===== config.mk =====
export PLATFORM = sky130hd
export DESIGN_NAME = pong_game_ctrl
export DESIGN_NICKNAME = d
export VERILOG_FILES = /design/src/rtl/pong_game_ctrl.sv
export SDC_FILE = /design/constraint.sdc
export NUM_CORES = 1
export LEC_CHECK = 0
export ABC_AREA = 1
export BUFFER_PORTS_ARGS = -buffer_cell sky130_fd_sc_hd__buf_4
export CAP_MARGIN = 15
export CORE_MARGIN = 1.5
export CORE_UTILIZATION = 57
export CTS_BUF_LIST = sky130_fd_sc_hd__clkbuf_8
export CTS_CLUSTER_DIAMETER = 200
export DETAILED_ROUTE_END_ITERATION = 16
export PLACE_DENSITY = 0.82
export REMOVE_ABC_BUFFERS = 1
export SETUP_SLACK_MARGIN = 0.15
export SLEW_MARGIN = 40
export SYNTH_ARGS = -nofsm -noshare
export SYNTH_HDL_FRONTEND = slang
export SYNTH_SLANG_ARGS = --single-unit

===== constraint.sdc =====
create_clock -name clock -period 1.7 [get_ports clock]
set_input_delay 0.51 -clock clock [delete_from_list [all_inputs] [get_ports clock]]
set_output_delay 0.51 -clock clock [all_outputs]
set_load 0.01 [all_outputs]

===== src/rtl/pong_game_ctrl.sv =====
// rtl/pong_game_ctrl.sv - pong game sequencer: still/run control, ball count, BCD score, pause timer
// Frozen except in PLAY; pauses count frame ticks after each miss and after game-over.
module pong_game_ctrl #(
  parameter int BALLS       = 3,
  parameter int WAIT_FRAMES = 120
) (
  input  logic       clock,
  input  logic       reset,
  input  logic       frame_tick,
  input  logic [1:0] btn,
  input  logic       hit,
  input  logic       miss,
  output logic       gra_still,
  output logic [1:0] state,
  output logic [1:0] balls_left,
  output logic [7:0] score,
  output logic [7:0] time_left
);

  typedef enum logic [1:0] {
    NEWGAME = 2'd0,
    PLAY    = 2'd1,
    NEWBALL = 2'd2,
    OVER    = 2'd3
  } state_t;

  localparam logic [1:0] BALLS_INIT = 2'(BALLS);
  localparam logic [7:0] WAIT_INIT  = 8'(WAIT_FRAMES);

  state_t st;
  logic   pressed;

  assign pressed = |btn;
  assign state   = st;

  // Two-digit BCD increment that sticks at 99.
  function automatic logic [7:0] bcd_inc(input logic [7:0] v);
    if (v == 8'h99)
      return v;
    else if (v[3:0] == 4'd9)
      return {v[7:4] + 4'd1, 4'd0};
    else
      return {v[7:4], v[3:0] + 4'd1};
  endfunction

  always_ff @(posedge clock) begin
    if (!reset) begin
      st         <= NEWGAME;
      balls_left <= BALLS_INIT;
      score      <= 8'h00;
      time_left  <= 8'd0;
      gra_still  <= 1'b1;
    end else begin
      case (st)
        NEWGAME: begin
          if (pressed) begin
            st         <= PLAY;
            score      <= 8'h00;
            balls_left <= BALLS_INIT - 2'd1;
            gra_still  <= 1'b0;
          end
        end
        PLAY: begin
          if (hit)
            score <= bcd_inc(score);
          // Timer loads here; a coincident frame_tick is deliberately not counted.
          if (miss) begin
            time_left <= WAIT_INIT;
            gra_still <= 1'b1;
            if (balls_left == 2'd0) begin
              st <= OVER;
            end else begin
              balls_left <= balls_left - 2'd1;
              st         <= NEWBALL;
            end
          end
        end
        NEWBALL: begin
          if (time_left == 8'd0 && pressed) begin
            st        <= PLAY;
            gra_still <= 1'b0;
          end else if (frame_tick && time_left != 8'd0) begin
            time_left <= time_left - 8'd1;
          end
        end
        OVER: begin
          if (time_left == 8'd0) begin
            st         <= NEWGAME;
            balls_left <= BALLS_INIT;
          end else if (frame_tick) begin
            time_left <= time_left - 8'd1;
          end
        end
        default: begin
          st        <= NEWGAME;
          gra_still <= 1'b1;
        end
      endcase
    end
  end

endmodule


==> impl_metrics.ini, run 1 <==
[worst_hold_path]
min_to = gra_still$_SDFFE_PN1P_
whs_path_depth = 2
hp-start = gra_still$_SDFFE_PN1P_
min_path_type = flip-flop to flip-flop

[timing]
drv_slew = 0
rsz0062_at_grt = no
slew_headroom_pct = 83.17
worst_slew_pin_slew_ns = 0.2514
setup_tns_ns = 0
finalCritPeriodShare_pct = 85.25
layout_min_cycle_time_ns = 1.449
hold_viol = 0
fmax_mhz = 690.0
finClkSkew_ns = 0.003047
finalSetupViolCount = 0
timing.hold.ws_ns = 0.4462

[synthesis]
netlist_instances = 226
synth_simple_gate_area_share_pct = 44.50
syn_avg_cell_area_um2 = 6.345
synth-compound-area-share_pct = 8.464
synth.area.mux_share_pct = 0
synth_top_family_by_area = simple AND/OR/NAND/NOR gates
seq_area_frac_synth_pct = 29.32
synth_area_um2 = 1434
synth_cell_types = 24
yosysWarnings = 0
ys_ff_latch = 21
synthAdderAreaFrac_pct = 6.108
synthXorXnorAreaFrac_pct = 0.6108

[power]
p_sw_share_pct = 46.93
seq_power_share_pct = 31.1
p_switching_mw = 1.267
leakagePower_nw = 0.8899
pwr-share-comb_pct = 57.2
peakVddDrop_uv = 1138
p_clk_share_pct = 11.7
p_int_mw = 1.433
power.density_nw_per_um2 = 1553

[clock_network]
cts_root_buf = clkbuf_8
cts_buffers = 3
clkLatencyLatePin_ns = 0.26
hold_buffers = 0
htree_levels = 1
clk_pin_slew_worst_paths_ns = 0.07
cts_tree = done
clockBufferDepth = 2
cts.sinks = 21

[grt]
grt_use_total_pct = 24.57
gr-total-overflow = 0
antenna_found_initial = 0
grt_pass1_vias = 1223
grt_pass1_wl_um = 5175
met3_usage_pct = 4.237
grt_max_degree = 16
grt.met1_usage_pct = 33.04
busiest_layer = met2
grt.met2_usage_pct = 38.96

[cells_and_area]
antenna_cells = 0
layout_common_cells = nand2_1, inv_1, nor2_1
instances_no_fill = 285
final_common_cell = nand2_1
drive_gt1_share_pct = 23.74
syn2layout_area_growth_pct = 21.29
nets = 272

[critical_path]
critical-path-max-stage-delay_ns = 0.32
r2r_start = time_left[0]$_SDFFE_PN0P_
rr_endpoint = time_left[1]$_SDFFE_PN0P_
cp-start-kind = flip-flop
worstPathCellList = inv_1, ha_1, nand3_2, nor2_4, nor2_1, nor2_4, nand2_1, a21oi_1
crit_top_cell = nor2_4
critical_path.max_fanout = 7
critPathKind = flip-flop to flip-flop
critical_path_arrival_ns = 1.64
ff2ff_setup_slack_ns = 0.25
worstPathRequired_ns = 1.89
r2r_cells = 8
end_kind = flip-flop
slowest_stage = dfxtp_1

[die]
core_area_um2 = 2297
die_w_um = 53.16
initial_core_util_pct = 62.42
row_count = 17
die_h_um = 53.16
fp.dieArea_um2 = 2825
io_pins = 28

[outcome]
outcome = finished clean

[route]
ant_nets = 0
drt_iter0_drc = 42
wl_per_cell_um = 10.63
wirelength_um = 3030
vias_per_cell = 5.035
post-route-drc-count = 0
dr.pass1.iters = 5
vias = 1435

[placement]
dp.cells = 280
hpwl_um = 2246
routabilityCongestion = 0.8671
port_buffers = 27

[run]
maxCapViolCount = 0
==> worst max-delay path by stage <==
stage | startpoint | to | slack [ns] | cells past startpoint
after floorplan | state[1]$_SDFFE_PN0P_ | balls_left[0]$_SDFFE_PN1P_ | 0.32 | 7
after global placement | time_left[0]$_SDFFE_PN0P_ | state[0]$_SDFFE_PN0P_ | 0.25 | 7
after detailed placement | time_left[0]$_SDFFE_PN0P_ | state[0]$_SDFFE_PN0P_ | 0.23 | 7
after CTS | state[0]$_SDFFE_PN0P_ | state[0] | 0.20 | 1
after global routing | score[1]$_SDFFE_PN0P_ | score[7]$_SDFFE_PN0P_ | 0.14 | 10
final | time_left[0]$_SDFFE_PN0P_ | time_left[1]$_SDFFE_PN0P_ | 0.25 | 8
==> area by class of cell <==
class | instances | area, um2
Multi-Input combinational cell | 165 | 872.1
Fill cell | 199 | 558.0
Sequential cell | 21 | 422.9
Timing Repair Buffer | 30 | 225.2
Inverter | 37 | 138.9
Clock buffer | 3 | 41.29
Tap cell | 28 | 35.03
Clock inverter | 1 | 3.754
==> power by group through the flow <==
stage          Sequential (mW)  Combinational, mW  Clock [mW]
6_report                 0.841               1.54       0.316
5_1_grt                  0.867               1.76       0.350
4_1_cts                  0.834               1.51       0.331
3_5_place_dp             0.843               1.50           0
3_3_place_gp             0.843               1.48           0
2_1_floorplan            0.890              0.992           0
==> through the flow <==
step | area [um2] | power [mW] | utilization (%) | setup WS (ns)
final | 1739 | 2.701 | 75.71 | 0.2508
after global routing | 1739 | 2.980 | 75.71 | 0.1395
after CTS | 1713 | 2.677 | 74.56 | 0.1952
after detailed placement | 1668 | 2.344 | 72.60 | 0.2343
after global placement | 1668 | 2.325 | 72.60 | 0.2541
after floorplan | 1415 | 1.883 | - | 0.3226
==> cells in the mapped netlist <==
cell type | number | area share (%)
a21oi_1 | 9 | 3.1
buf_4 | 2 | 1.0
clkbuf_1 | 1 | 0.26
dfxtp_1 | 21 | 29
ha_1 | 7 | 6.1
inv_1 | 32 | 8.4
inv_2 | 5 | 1.3
nand2_1 | 51 | 13
nand2_2 | 4 | 1.7
nand2_4 | 2 | 1.6
nand3_1 | 30 | 10
nand3_2 | 1 | 0.70
nand3b_1 | 1 | 0.52
nand4_1 | 2 | 0.87
nor2_1 | 31 | 8.1
nor2_2 | 4 | 1.7
nor2_4 | 5 | 3.9
nor3_1 | 1 | 0.35
nor3_2 | 1 | 0.70
o21ai_0 | 12 | 4.2
o21ai_2 | 1 | 0.61
o21bai_1 | 1 | 0.52
or2_2 | 1 | 0.44
xnor2_1 | 1 | 0.61
==> timing repair <==
action                                  in CTS  in global routing
setup buffers                                0                  1
endpoints found under the setup margin       0                 17
resized for setup                            0                  5
==> per-layer routing <==
layer | vias to the layer above | share of wire (%)
li1 | 771 | -
met1 | 614 | 48
met2 | 43 | 43
met3 | 7 | 6.2
met4 | 0 | 2.3
met5 | - | 0
==> flip-flops by register name, summed over array words and instances, names as in the netlist <==
register and flops:
state 2, score 8, balls_left 2, gra_still 1, time_left 8
==> critical path, delay by kind of cell, from the launching register on <==
family                   cells  cell delay [ns]
flip-flops                   1             0.32
AND/OR/NAND/NOR              5             0.62
buffers and inverters        1             0.12
adder cells (fa/ha/maj)      1             0.20
AO/OA/AOI/OAI                1             0.11
==> cell families after synthesis <==
kind of cell,Yosys count
AO/OA/AOI/OAI,23
adder cells (fa/ha/maj),7
XOR/XNOR,1
buffers and inverters,40
AND/OR/NAND/NOR,134
flip-flops,21
Note: power is estimated with default switching activity, not from simulation.
==> run 2, diff against run 1 <==
Settings changed: CTS_BUF_LIST sky130_fd_sc_hd__clkbuf_8 to sky130_fd_sc_hd__clkbuf_4.
==> run 2 against run 1 <==
Compared with the run above:
- clock power decreased by 19%
- non-clock buffer count unchanged
- combinational power about the same
- critical path depth decreased by 7
- clock skew increased by 0.0031 ns
- final cell count unchanged
- first-iteration DRC count increased by 9.5%
- wire length increased by 1.2%
- cell area decreased by 0.29%
- highest routed layer unchanged
- flip-flop and latch count unchanged
- hold slack improved by 0.0070 ns
==> impl_metrics.ini, run 2 (synthesis results as in run 1) <==
[outcome]
outcome = finished clean

[die]
die_h_um = 53.16
core_area_um2 = 2297
fp.dieArea_um2 = 2825
die_w_um = 53.16
row_count = 17
initial_core_util_pct = 62.42
io_pins = 28

[critical_path]
cp-start-kind = flip-flop
cp_num_buf_inv = 1
path_delay_family = flip-flops
ff2ff_setup_slack_ns = 0.24
r2r_start = time_left[1]$_SDFFE_PN0P_
end_kind = primary output
critical_path.max_fanout = 7
r2r_cells = 8
critical_path_arrival_ns = 0.99
rr_endpoint = time_left[1]$_SDFFE_PN0P_
worstPathCellList = buf_4
critPathKind = flip-flop to primary output
critical-path-max-stage-delay_ns = 0.51
path_depth = 1
slowest_stage = dfxtp_1
worstPathRequired_ns = 1.19
crit_start = score[2]$_SDFFE_PN0P_
cp-endpoint = score[2]

[placement]
place_area_um2 = 1668
dp.cells = 280
hpwl_um = 2246
routabilityCongestion = 0.8671
port_buffers = 27

[timing]
finalCritPeriodShare_pct = 87.94
layout_min_cycle_time_ns = 1.495
hold_viol = 0
rsz0062_at_grt = yes
finClkSkew_ns = 0.006179
drv_slew = 0
slew_headroom_pct = 80.82
finalSetupViolCount = 0
worst_slew_pin_slew_ns = 0.2874
setup_tns_ns = 0
fmax_mhz = 668.9
timing.hold.ws_ns = 0.4532

[clock_network]
htree_levels = 1
clockBufferDepth = 2
clkLatencyLatePin_ns = 0.30
clk_pin_slew_worst_paths_ns = 0.12
cts.sinks = 21
cts_root_buf = clkbuf_4
cts_tree = done
cts_buffers = 3

[grt]
antenna_found_initial = 0
grt_pass1_wl_um = 5161
grt_use_total_pct = 24.27
grt_max_degree = 16
grt_pass1_vias = 1209
gr-total-overflow = 0

[route]
wl_per_cell_um = 10.76
post-route-drc-count = 0
dr.pass1.iters = 4
vias = 1438
ant_nets = 0
vias_per_cell = 5.046
wirelength_um = 3066
drt_iter0_drc = 46

[power]
leakagePower_nw = 0.8819
power_mw = 2.648
peakVddDrop_uv = 1016
power.density_nw_per_um2 = 1527

[cells_and_area]
final_common_cell = nand2_1
layout_common_cells = nand2_1, inv_1, nor2_1
antenna_cells = 0
drive_gt1_share_pct = 24.90
syn2layout_area_growth_pct = 20.94
largestRegisters = score (8), time_left (8)
final_cell_area_um2 = 1734
instances_no_fill = 285
nets = 272

[run]
maxCapViolCount = 0

[worst_hold_path]
min_path_type = flip-flop to flip-flop
## run 2: cell types whose count changed in the layout (fill, tap and decap cells not counted), sizes merged
cell,before,now
inv,38,37
clkbuf,3,4
## run 2: power by group
group	internal, mW	switching [mW]	total, mW
combinational	0.629	0.922	1.55
sequential	0.644	0.196	0.841
clock	0.107	0.150	0.257
## run 2: timing repair
action                     CTS  global route
hold buffers                 0             0
resized for setup            1             7
setup buffers                0             1
setup endpoints to repair    1            18
pin swaps                    0             3
hold endpoints to repair     0             0
## run 2: routing by layer
layer  up-vias  share of wire (%)  global-route usage, %
li1        771                  -                      -
met1       638                 50                  33.04
met2        27                 45                  39.38
met3         2                4.3                  4.237
met4         0               0.65                  6.410
met5         -                  0                      0
## run 2: worst min path at each step
stage	startpoint	endpoint	slack (ns)	cells after the start
finish	gra_still$_SDFFE_PN1P_	gra_still$_SDFFE_PN1P_	0.45	2
global route	reset	balls_left[1]$_SDFFE_PN1P_	0.49	2
CTS	gra_still$_SDFFE_PN1P_	gra_still$_SDFFE_PN1P_	0.46	2
detailed placement	gra_still$_SDFFE_PN1P_	gra_still$_SDFFE_PN1P_	0.44	2
global placement	gra_still$_SDFFE_PN1P_	gra_still$_SDFFE_PN1P_	0.43	2
floorplan	gra_still$_SDFFE_PN1P_	gra_still$_SDFFE_PN1P_	0.47	2
## run 2: area by class of cell
type	instances	area (um2)
flip-flops and latches	21	422.9
clock buffers	4	30.03
repair buffers	30	225.2
inverters	37	138.9
multi-input cells	165	882.1
fillers	201	563.0
well taps	28	35.03
## run 2: metrics by stage
step / utilization, % / setup slack (ns)
after floorplan: - / 0.3226
after global placement: 72.60 / 0.2541
after detailed placement: 72.60 / 0.2343
after CTS: 73.97 / 0.2192
after global routing: 75.49 / 0.1473
final: 75.49 / 0.2050
